$ cat src/rtl/spi_pkg.sv
// Shared SPI definitions: mode decode helpers and byte framing constants.
package spi_pkg;

    localparam int BYTE_W         = 8;
    localparam int BIT_CNT_W      = $clog2(BYTE_W + 1);
    localparam int EDGES_PER_BYTE = 16;
    localparam int EDGE_CNT_W     = $clog2(EDGES_PER_BYTE + 1);

    function automatic logic cpol(input int mode);
        return (mode == 2) || (mode == 3);
    endfunction

    function automatic logic cpha(input int mode);
        return (mode == 1) || (mode == 3);
    endfunction

endpackage

$ cat src/rtl/spi_clk_gen.sv
// SPI clock generator: half-bit divider, edge counter, leading/trailing strobes
// and the registered SPI clock that idles at CPOL.
module spi_clk_gen
    import spi_pkg::*;
#(
    parameter int SPI_MODE          = 0,
    parameter int CLKS_PER_HALF_BIT = 8
) (
    input  logic clk,
    input  logic rst_n,
    input  logic start,
    output logic edges_done,
    output logic lead_edge,
    output logic trail_edge,
    output logic spi_clk
);

    localparam logic CPOL  = cpol(SPI_MODE);
    localparam int   DIV_W = $clog2(2 * CLKS_PER_HALF_BIT);
    localparam logic [DIV_W-1:0] DIV_LEAD = DIV_W'(CLKS_PER_HALF_BIT - 1);
    localparam logic [DIV_W-1:0] DIV_LAST = DIV_W'(2 * CLKS_PER_HALF_BIT - 1);

    logic [EDGE_CNT_W-1:0] edge_cnt_q, edge_cnt_d;
    logic [DIV_W-1:0]      div_q, div_d;
    logic                  sclk_int_q, sclk_int_d;
    logic                  sclk_out_q, sclk_out_d;
    logic                  lead_q, lead_d;
    logic                  trail_q, trail_d;

    always_comb begin
        edge_cnt_d = edge_cnt_q;
        div_d      = div_q;
        sclk_int_d = sclk_int_q;
        sclk_out_d = sclk_int_q;
        lead_d     = 1'b0;
        trail_d    = 1'b0;
        if (start) begin
            // divider restarts from zero so back-to-back bytes keep exact bit timing
            edge_cnt_d = EDGE_CNT_W'(EDGES_PER_BYTE);
            div_d      = '0;
            sclk_int_d = CPOL;
        end else if (edge_cnt_q != '0) begin
            if (div_q == DIV_LAST) begin
                div_d      = '0;
                edge_cnt_d = edge_cnt_q - EDGE_CNT_W'(1);
                sclk_int_d = ~sclk_int_q;
                trail_d    = 1'b1;
            end else begin
                div_d = div_q + DIV_W'(1);
                if (div_q == DIV_LEAD) begin
                    edge_cnt_d = edge_cnt_q - EDGE_CNT_W'(1);
                    sclk_int_d = ~sclk_int_q;
                    lead_d     = 1'b1;
                end
            end
        end
    end

    always_ff @(posedge clk or negedge rst_n) begin
        if (!rst_n) begin
            edge_cnt_q <= '0;
            div_q      <= '0;
            sclk_int_q <= CPOL;
            sclk_out_q <= CPOL;
            lead_q     <= 1'b0;
            trail_q    <= 1'b0;
        end else begin
            edge_cnt_q <= edge_cnt_d;
            div_q      <= div_d;
            sclk_int_q <= sclk_int_d;
            sclk_out_q <= sclk_out_d;
            lead_q     <= lead_d;
            trail_q    <= trail_d;
        end
    end

    assign edges_done = (edge_cnt_q == '0);
    assign lead_edge  = lead_q;
    assign trail_edge = trail_q;
    assign spi_clk    = sclk_out_q;

endmodule

$ cat src/rtl/spi_byte_master.sv
// Single-byte full-duplex SPI master (modes 0-3); never drives chip-select.
// Define SPI_MASTER_LSB_FIRST_EN to shift bit 0 first on both TX and RX.
module spi_byte_master
    import spi_pkg::*;
#(
    parameter int SPI_MODE          = 0,
    parameter int CLKS_PER_HALF_BIT = 8
) (
    input  logic       i_Clk,
    input  logic       i_Rst_L,
    input  logic [7:0] i_TX_Byte,
    input  logic       i_TX_DV,
    output logic       o_TX_Ready,
    output logic       o_RX_DV,
    output logic [7:0] o_RX_Byte,
    output logic       o_SPI_Clk,
    input  logic       i_SPI_MISO,
    output logic       o_SPI_MOSI
);

    localparam logic CPHA = cpha(SPI_MODE);
    localparam logic [BIT_CNT_W-1:0] BITS      = BIT_CNT_W'(BYTE_W);
    localparam logic [BIT_CNT_W-1:0] BITS_LAST = BIT_CNT_W'(BYTE_W - 1);

`ifdef SPI_MASTER_LSB_FIRST_EN
    function automatic logic first_bit(input logic [BYTE_W-1:0] b);
        return b[0];
    endfunction
    function automatic logic [BYTE_W-1:0] tx_shift(input logic [BYTE_W-1:0] b);
        return {1'b0, b[BYTE_W-1:1]};
    endfunction
    function automatic logic [BYTE_W-1:0] rx_insert(input logic [BYTE_W-1:0] b, input logic bit_in);
        return {bit_in, b[BYTE_W-1:1]};
    endfunction
`else
    function automatic logic first_bit(input logic [BYTE_W-1:0] b);
        return b[BYTE_W-1];
    endfunction
    function automatic logic [BYTE_W-1:0] tx_shift(input logic [BYTE_W-1:0] b);
        return {b[BYTE_W-2:0], 1'b0};
    endfunction
    function automatic logic [BYTE_W-1:0] rx_insert(input logic [BYTE_W-1:0] b, input logic bit_in);
        return {b[BYTE_W-2:0], bit_in};
    endfunction
`endif

    logic                 ready_q, ready_d;
    logic [BYTE_W-1:0]    tx_sr_q, tx_sr_d;
    logic [BIT_CNT_W-1:0] tx_left_q, tx_left_d;
    logic                 mosi_q, mosi_d;
    logic [BYTE_W-1:0]    rx_sr_q, rx_sr_d;
    logic [BIT_CNT_W-1:0] rx_cnt_q, rx_cnt_d;
    logic [BYTE_W-1:0]    rx_byte_q, rx_byte_d;
    logic                 rx_dv_q, rx_dv_d;

    logic accept;
    logic edges_done;
    logic lead_edge;
    logic trail_edge;
    logic sample_edge;
    logic drive_edge;

    assign accept = i_TX_DV & ready_q;

    spi_clk_gen #(
        .SPI_MODE          (SPI_MODE),
        .CLKS_PER_HALF_BIT (CLKS_PER_HALF_BIT)
    ) u_clk_gen (
        .clk        (i_Clk),
        .rst_n      (i_Rst_L),
        .start      (accept),
        .edges_done (edges_done),
        .lead_edge  (lead_edge),
        .trail_edge (trail_edge),
        .spi_clk    (o_SPI_Clk)
    );

    assign sample_edge = CPHA ? trail_edge : lead_edge;
    assign drive_edge  = CPHA ? lead_edge  : trail_edge;

    always_comb begin
        ready_d   = ~accept & edges_done;
        tx_sr_d   = tx_sr_q;
        tx_left_d = tx_left_q;
        mosi_d    = mosi_q;
        rx_sr_d   = rx_sr_q;
        rx_cnt_d  = rx_cnt_q;
        rx_byte_d = rx_byte_q;
        rx_dv_d   = 1'b0;
        if (accept) begin
            rx_cnt_d = '0;
            if (CPHA) begin
                tx_sr_d   = i_TX_Byte;
                tx_left_d = BITS;
            end else begin
                // CPHA=0 presents the first bit before any clock edge
                mosi_d    = first_bit(i_TX_Byte);
                tx_sr_d   = tx_shift(i_TX_Byte);
                tx_left_d = BITS_LAST;
            end
        end else begin
            if (drive_edge && tx_left_q != '0) begin
                mosi_d    = first_bit(tx_sr_q);
                tx_sr_d   = tx_shift(tx_sr_q);
                tx_left_d = tx_left_q - BIT_CNT_W'(1);
            end
            if (sample_edge && rx_cnt_q != BITS) begin
                rx_sr_d  = rx_insert(rx_sr_q, i_SPI_MISO);
                rx_cnt_d = rx_cnt_q + BIT_CNT_W'(1);
                if (rx_cnt_q == BITS_LAST) begin
                    rx_byte_d = rx_sr_d;
                    rx_dv_d   = 1'b1;
                end
            end
        end
    end

    always_ff @(posedge i_Clk or negedge i_Rst_L) begin
        if (!i_Rst_L) begin
            ready_q   <= 1'b1;
            tx_sr_q   <= '0;
            tx_left_q <= '0;
            mosi_q    <= 1'b0;
            rx_sr_q   <= '0;
            rx_cnt_q  <= '0;
            rx_byte_q <= '0;
            rx_dv_q   <= 1'b0;
        end else begin
            ready_q   <= ready_d;
            tx_sr_q   <= tx_sr_d;
            tx_left_q <= tx_left_d;
            mosi_q    <= mosi_d;
            rx_sr_q   <= rx_sr_d;
            rx_cnt_q  <= rx_cnt_d;
            rx_byte_q <= rx_byte_d;
            rx_dv_q   <= rx_dv_d;
        end
    end

    assign o_TX_Ready = ready_q;
    assign o_RX_DV    = rx_dv_q;
    assign o_RX_Byte  = rx_byte_q;
    assign o_SPI_MOSI = mosi_q;

endmodule

$ cat config.mk
export PLATFORM = sky130hd
export DESIGN_NAME = spi_byte_master
export DESIGN_NICKNAME = d
export VERILOG_FILES = /design/src/rtl/spi_pkg.sv /design/src/rtl/spi_clk_gen.sv /design/src/rtl/spi_byte_master.sv
export SDC_FILE = /design/constraint.sdc
export NUM_CORES = 1
export LEC_CHECK = 0
export CORE_UTILIZATION = 55
export DETAILED_ROUTE_END_ITERATION = 7
export PLACE_DENSITY = 0.78
export SYNTH_ARGS = -nofsm -noshare
export SYNTH_HDL_FRONTEND = slang
export SYNTH_SLANG_ARGS = --single-unit
$ cat constraint.sdc
create_clock -name i_Clk -period 2 [get_ports i_Clk]
set_input_delay 0.2 -clock i_Clk [delete_from_list [all_inputs] [get_ports i_Clk]]
set_output_delay 0.2 -clock i_Clk [all_outputs]
set_load 0.01 [all_outputs]
==> flow_summary_export.csv, run 1 <==
group,metric,value,unit
detailed_routing,antenna_left,0,
worst_setup_path,crit_buf_inv,1,
cts,cts_sinks,46,
yosys,yosys.cell_types.count,38,
worst_setup_path,crit_slowest_cell,"or3b_2",
detailed_routing,vias,1560,
power,irDropWorstVdd,0.7705,mV
sta,setup_tns,0,ps
worst_setup_path,crit_path_max_fanout,8,
die,die_x,63.47,um
worst_setup_path,crit_family,"simple AND/OR/NAND/NOR gates",
yosys,yosysSeqAreaShare,55.45,%
power,intPower,2.075,mW
cells_and_area,antenna_cells,0,
sta,hold_viol_final,0,
cts,htree_levels,2,
yosys,syn_nets,207,
cts,clk_pin_slew_worst_paths,80,ps
cells_and_area,multiInputGateArea,834.6,sq um
placement,dp_slack,320.5,ps
worst_setup_path,crit_path_max_incr_delay,550,ps
cells_and_area,seq_area,0.001152,sq mm
die,ios,24,
sta,finalSetupViolations,0,
cts,cts_buffers,5,
sta,finClkSkew,4.917,ps
die,die-area,0.004028,sq mm
status,status,"completed",
placement,port-buffer-count,23,
power,p_switching,1.067,mW
power,power_frac_seq,48.9,%
die,die_h,63.47,um
power,p_leak,1.080,nW
detailed_routing,first_iter_violations,149,
yosys,async_flop_share,100.0,%
yosys,synthSimpleGateAreaFrac,14.03,%
worst_hold_path,min_path_type,"flop to flop",
power,clock_power_share,20.6,%
yosys,syn_area_per_cell,10.94,sq um
sta,fmax,591.5,MHz
global_route,grt_first_pass_wirelength,7.465,mm
worst_setup_path,arrival,1870,ps
detailed_routing,drc,0,
sta,report.final.slew_viol_count,0,
sta,slew_headroom,62.45,%
power,p_comb_share,30.4,%
cts,cts_buffer_depth,2,
placement,hpwlAfterDp,2.750,mm
cts,cts_setup_buffers,0,
sta,rsz0062_at_grt,"false",
cells_and_area,drive_gt1_share,16.51,%
detailed_routing,vias_per_cell,5.909,
sta,worst_pin_slew,563.3,ps
yosys,synth_seq_cells,46,
global_route,grt_pass1_vias,1551,
die,core,0.003468,sq mm
worst_setup_path,required,2180,ps
cts,cts_resized,0,
worst_setup_path,cp_cell_sequence,"inv_1 -> ha_1 -> or3b_2 -> a31oi_1 -> a21oi_1",
die,start_util,59.92,%
power,powerDensity,1265,mW/mm^2
cts,cts_tree,"yes",
yosys,yosysWarnings,0,
yosys,synth_compound_area_share,14.57,%
yosys,netlist_area,0.002078,sq mm
yosys,synthMuxAreaShare,8.128,%
yosys,synthAdderAreaFrac,3.010,%
cells_and_area,syn_to_final_growth,19.51,%
sta,setup_ws,309.3,ps
job,cap_viol_max_count,0,
sta,period_needed,1691,ps
worst_setup_path,start_kind,"flop",
global_route,grt_max_degree,47,
global_route,antenna_found_initial,0,
cells_and_area,finalNetCount,234,
yosys,netlist_instances,190,
yosys,synth_ff_type,"dfrtp_1",
global_route,overflow,0,
sta,fin_crit_sh,84.53,%
placement,place.gp.congestion,0.7693,
detailed_routing,wl,4.210,mm
die,num_rows,21,
worst_setup_path,worst-setup-path-type,"flop to flop",
global_route,grt_usage,24.35,%
yosys,yosys.area_share.xor_xnor,0.4214,%
cts,insertion_delay,300,ps
cts,clock-root-buffer,"clkbuf_8",
worst_setup_path,critPathCaptureType,"flop",
yosys,synth_edf_count,0,
detailed_routing,routedWlPerCell,15.95,um
cells_and_area,num-fill-cells,269,
power,sw_frac_of_total,33.97,%
yosys,synth_top_family_by_area,"compound AO/OA/AOI/OAI gates",
detailed_routing,dr.pass1.iters,4,
-- power groups by stage --
stage	Sequential, mW	Combinational, mW	Clock [mW]
2_1_floorplan	1.47	0.690	0
3_5_place_dp	1.54	0.944	0
5_1_grt	1.59	1.09	0.698
6_report	1.54	0.956	0.648
4_1_cts	1.53	0.961	0.659
3_3_place_gp	1.51	0.877	0
-- path summary, 6_finish.rpt --
check | depth (start not counted) | startpoint | slack, ps | end
setup / recovery | 5 | tx_left_q[0]$_DFFE_PN0P_ | 310 | tx_sr_q[3]$_DFFE_PN0P_
hold / removal | 0 | u_clk_gen.sclk_int_q$_DFFE_PN0P_ | 400 | u_clk_gen.spi_clk$_DFF_PN0_
setup reg to reg | 5 | tx_left_q[0]$_DFFE_PN0P_ | 310 | tx_sr_q[3]$_DFFE_PN0P_
hold reg to reg | 0 | u_clk_gen.sclk_int_q$_DFFE_PN0P_ | 400 | u_clk_gen.spi_clk$_DFF_PN0_
max in group asynchronous | 3 | i_Rst_L | 1100 | o_TX_Ready$_DFF_PN1_
min in group asynchronous | 3 | i_Rst_L | 510 | tx_left_q[2]$_DFFE_PN0P_
-- cells in the final DEF (no fill, tap or decap), drive strengths merged, types with 2 or more instances in the layout --
cell	netlist	layout
nor2	9	9
buf	2	8
or3	6	6
nor4	2	2
a21oi	19	19
a31oi	7	7
o41ai	2	2
inv	11	11
nor4b	2	2
nand3	6	6
or4	2	2
ha	5	5
clkbuf	9	8
o21ai	19	19
dfrtp	45	45
clkdlybuf4s50	0	22
nand2	11	11
mux2	15	15
-- cells in the mapped netlist, types with 2 or more instances --
master / n / area [sq um]
ha_1: 5 / 62.56
nand2_1: 11 / 41.29
a21oi_1: 19 / 95.09
clkbuf_1: 9 / 33.78
mux2_2: 15 / 168.9
nor2_1: 9 / 33.78
nand3_1: 6 / 30.03
a31oi_1: 7 / 43.79
dfrtp_1: 45 / 1126
inv_1: 11 / 41.29
o21ai_0: 19 / 95.09
or4_1: 2 / 15.01
o41ai_1: 2 / 17.52
or3_1: 6 / 37.54
-- cells by family (layout without fill, tap and decap cells) --
group,after synthesis,count (layout)
mux,15,15
compound gates,53,53
buf+inv,22,50
flops,46,46
simple gates,48,48
fa+ha+maj,5,5
xor+xnor,1,1
-- layer usage --
layer  GRT usage (%)  part of all wire (%)  vias to the layer above
met5               0                     0                        -
met4           7.955                   1.4                        0
met3           7.065                   5.5                        7
met2           38.96                    50                       51
met1           31.69                    43                      763
li1                -                     -                      739
-- metrics by stage --
stage,power [mW],cell area (sq um),instances,util (%),hold WS (ps)
floorplan,2.160,2078,190,-,-95.59
global placement,2.391,2364,255,68.15,304.1
detailed placement,2.485,2364,255,68.15,319.6
CTS,3.148,2484,264,71.61,403.0
global route,3.382,2484,264,71.61,431.8
finish,3.142,2484,264,71.61,397.9
-- flip-flops by register name (all words and copies together) (netlist names) --
| signal | flops |
|---|---|
| u_clk_gen.div_q | 4 |
| u_clk_gen.spi_clk | 1 |
| o_RX_DV | 1 |
| u_clk_gen.sclk_int_q | 1 |
| tx_sr_q | 7 |
| u_clk_gen.lead_edge | 1 |
| o_TX_Ready | 1 |
| rx_cnt_q | 4 |
| rx_sr_q | 7 |
| tx_left_q | 4 |
| u_clk_gen.edge_cnt_q | 5 |
| o_SPI_MOSI | 1 |
| u_clk_gen.trail_edge | 1 |
| o_RX_Byte | 8 |
-- final cells by class --
cell class / instances / share of cell area, %
multi-input cells: 122 / 33.60
well taps: 46 / 2.317
inverters: 11 / 1.662
repair buffers: 31 / 11.59
flip-flops and latches: 46 / 46.40
clock buffers: 8 / 4.433
-- repair_timing --
action	4_1_cts	5_1_grt
endpoints found under the hold margin	9	0
hold buffers	1	0
setup endpoints to repair	0	0
(Power assumes the default switching activity.)
==> run 2, diff against run 1 <==
- clock period: 2 -> 1.72 ns (I/O delays scaled with it)
==> run 2 against run 1 <==
  * Sequential power increased by 16%
  * Cell count increased by 0.76%
  * Via count is 0.13% lower
  * Clock skew rose by 4.2 ps
  * Critical path type unchanged
  * Largest cell class unchanged
==> flow_summary_export.csv, run 2 (same netlist as run 1, synthesis figures left out) <==
group,metric,value,unit
status,status,"completed",
die,die-area,0.004028,sq mm
detailed_routing,routedWlPerCell,15.00,um
cells_and_area,antenna_cells,0,
sta,setup_ws,99.76,ps
cells_and_area,drive_gt1_share,17.27,%
worst_setup_path,required,1900,ps
cells_and_area,num-fill-cells,266,
detailed_routing,antenna_left,0,
power,p_switching,1.235,mW
die,start_util,59.92,%
power,p_comb_share,31.3,%
sta,slew_headroom,74.47,%
cells_and_area,seq_area,0.001152,sq mm
power,clock_power_share,18.1,%
cells_and_area,final_cell_mix,"dfrtp_1, clkdlybuf4s50_1, o21ai_0, a21oi_1, mux2_2",
cells_and_area,syn_to_final_growth,19.45,%
sta,report.final.slew_viol_count,0,
die,num_rows,21,
global_route,grt_pass1_vias,1637,
detailed_routing,vias_per_cell,5.857,
placement,port-buffer-count,23,
worst_setup_path,critPathCaptureType,"flop",
power,intPower,2.306,mW
cts,insertion_delay,310,ps
die,ios,24,
cts,cts_sinks,46,
cells_and_area,layout_commonest_cell,"dfrtp_1",
cts,cts_buffer_depth,2,
sta,worst_pin_slew,382.0,ps
detailed_routing,wl,3.990,mm
worst_hold_path,min_path_type,"input pin to asynchronous set/reset pin",
sta,fin_crit_sh,94.20,%
sta,finClkSkew,9.117,ps
placement,dp_slack,58.32,ps
cells_and_area,largest_reg_flops,8,
global_route,grt_usage,23.09,%
sta,timing.hold.ws,295.7,ps
global_route,overflow,0,
detailed_routing,drc,0,
sta,period_needed,1620,ps
sta,hold_viol_final,0,
power,irDropWorstVdd,0.8629,mV
cts,cts_buffers,5,
global_route,antenna_found_initial,0,
cts,clock-root-buffer,"clkbuf_8",
power,sw_frac_of_total,34.88,%
placement,place.gp.congestion,0.7744,
power,power_frac_seq,50.6,%
die,die_x,63.47,um
placement,hpwlAfterDp,2.738,mm
cts,htree_levels,2,
detailed_routing,first_iter_violations,101,
global_route,grt_first_pass_wirelength,7.107,mm
die,core,0.003468,sq mm
cts,cts_tree,"yes",
cts,clk_pin_slew_worst_paths,80,ps
worst_setup_path,arrival,1800,ps
sta,finalSetupViolations,0,
die,die_h,63.47,um
power,powerDensity,1427,mW/mm^2
detailed_routing,vias,1558,
worst_setup_path,start_kind,"flop",
job,cap_viol_max_count,0,
power,p_leak,1.079,nW
global_route,grt_max_degree,26,
cells_and_area,multiInputGateArea,842.1,sq um
worst_setup_path,worst-setup-path-type,"flop to flop",
sta,fmax,617.2,MHz
detailed_routing,dr.pass1.iters,4,
sta,rsz0062_at_grt,"false",
sta,setup_tns,0,ps
worst_setup_path,crit_path_max_fanout,4,
cells_and_area,finalNetCount,236,
[run 2: cell count changes in the layout (fill, tap and decap cells not counted), sizes merged]
cell / previous run / this run
clkinv: 0 / 2
buf: 8 / 10
clkbuf: 8 / 6
[run 2: path summary, 6_finish.rpt]
kind | start | to | slack [ps] | cells after the start
worst max register to register | u_clk_gen.edge_cnt_q[0]$_DFFE_PN0P_ | u_clk_gen.div_q[3]$_DFFE_PN0P_ | 100 | 5
max in group asynchronous | i_Rst_L | o_TX_Ready$_DFF_PN1_ | 830 | 3
worst min-delay path | i_Rst_L | tx_sr_q[6]$_DFFE_PN0P_ | 300 | 2
worst max-delay path | u_clk_gen.edge_cnt_q[0]$_DFFE_PN0P_ | u_clk_gen.div_q[3]$_DFFE_PN0P_ | 100 | 5
worst min register to register | u_clk_gen.sclk_int_q$_DFFE_PN0P_ | u_clk_gen.spi_clk$_DFF_PN0_ | 410 | 0
min in group i_Clk | u_clk_gen.sclk_int_q$_DFFE_PN0P_ | u_clk_gen.spi_clk$_DFF_PN0_ | 410 | 0
[run 2: through the flow]
step,total power [mW],utilization [%],std cells,cell area [sq um]
after floorplan,2.512,-,190,2078
after global placement,2.800,68.58,257,2379
after detailed placement,2.895,68.58,257,2379
after CTS,3.544,71.36,266,2475
after global routing,3.839,71.57,266,2482
final,3.541,71.57,266,2482
[run 2: power groups by stage]
stage | Sequential, mW | Combinational [mW] | Clock [mW]
5_1_grt | 1.84 | 1.28 | 0.714
2_1_floorplan | 1.71 | 0.803 | 0
4_1_cts | 1.78 | 1.11 | 0.659
3_5_place_dp | 1.80 | 1.10 | 0
3_3_place_gp | 1.77 | 1.03 | 0
6_report | 1.79 | 1.11 | 0.642
[run 2: area by class of cell]
type / count / share of cell area, %
clock buffers: 6 / 2.923
well taps: 46 / 2.319
flip-flops and latches: 46 / 46.42
inverters: 11 / 1.663
clock inverters: 2 / 0.5544
repair buffers: 33 / 12.20
multi-input cells: 122 / 33.92
[run 2: critical path, cell delays in order, from the launching register on]
cell	delay, ps
dfrtp_1	400
inv_1	60
ha_1	190
or4b_1	530
a41oi_1	250
a311oi_1	70
[run 2: repair_timing]
action	4_1_cts	5_1_grt
buffers inserted	0	0
gates resized for setup	0	2
hold buffers	1	0
hold endpoints to repair	13	0
setup endpoints to repair	0	9
[run 2: layer usage]
layer / up-vias / share of wire, % / GRT usage [%] / wire [um]
met1: 771 / 45 / 29.14 / 1804
li1: 742 / - / - / -
met3: 7 / 4.5 / 6.703 / 179
met5: - / 0 / 0 / 0
met2: 38 / 49 / 38.03 / 1954
met4: 0 / 1.3 / 7.386 / 52
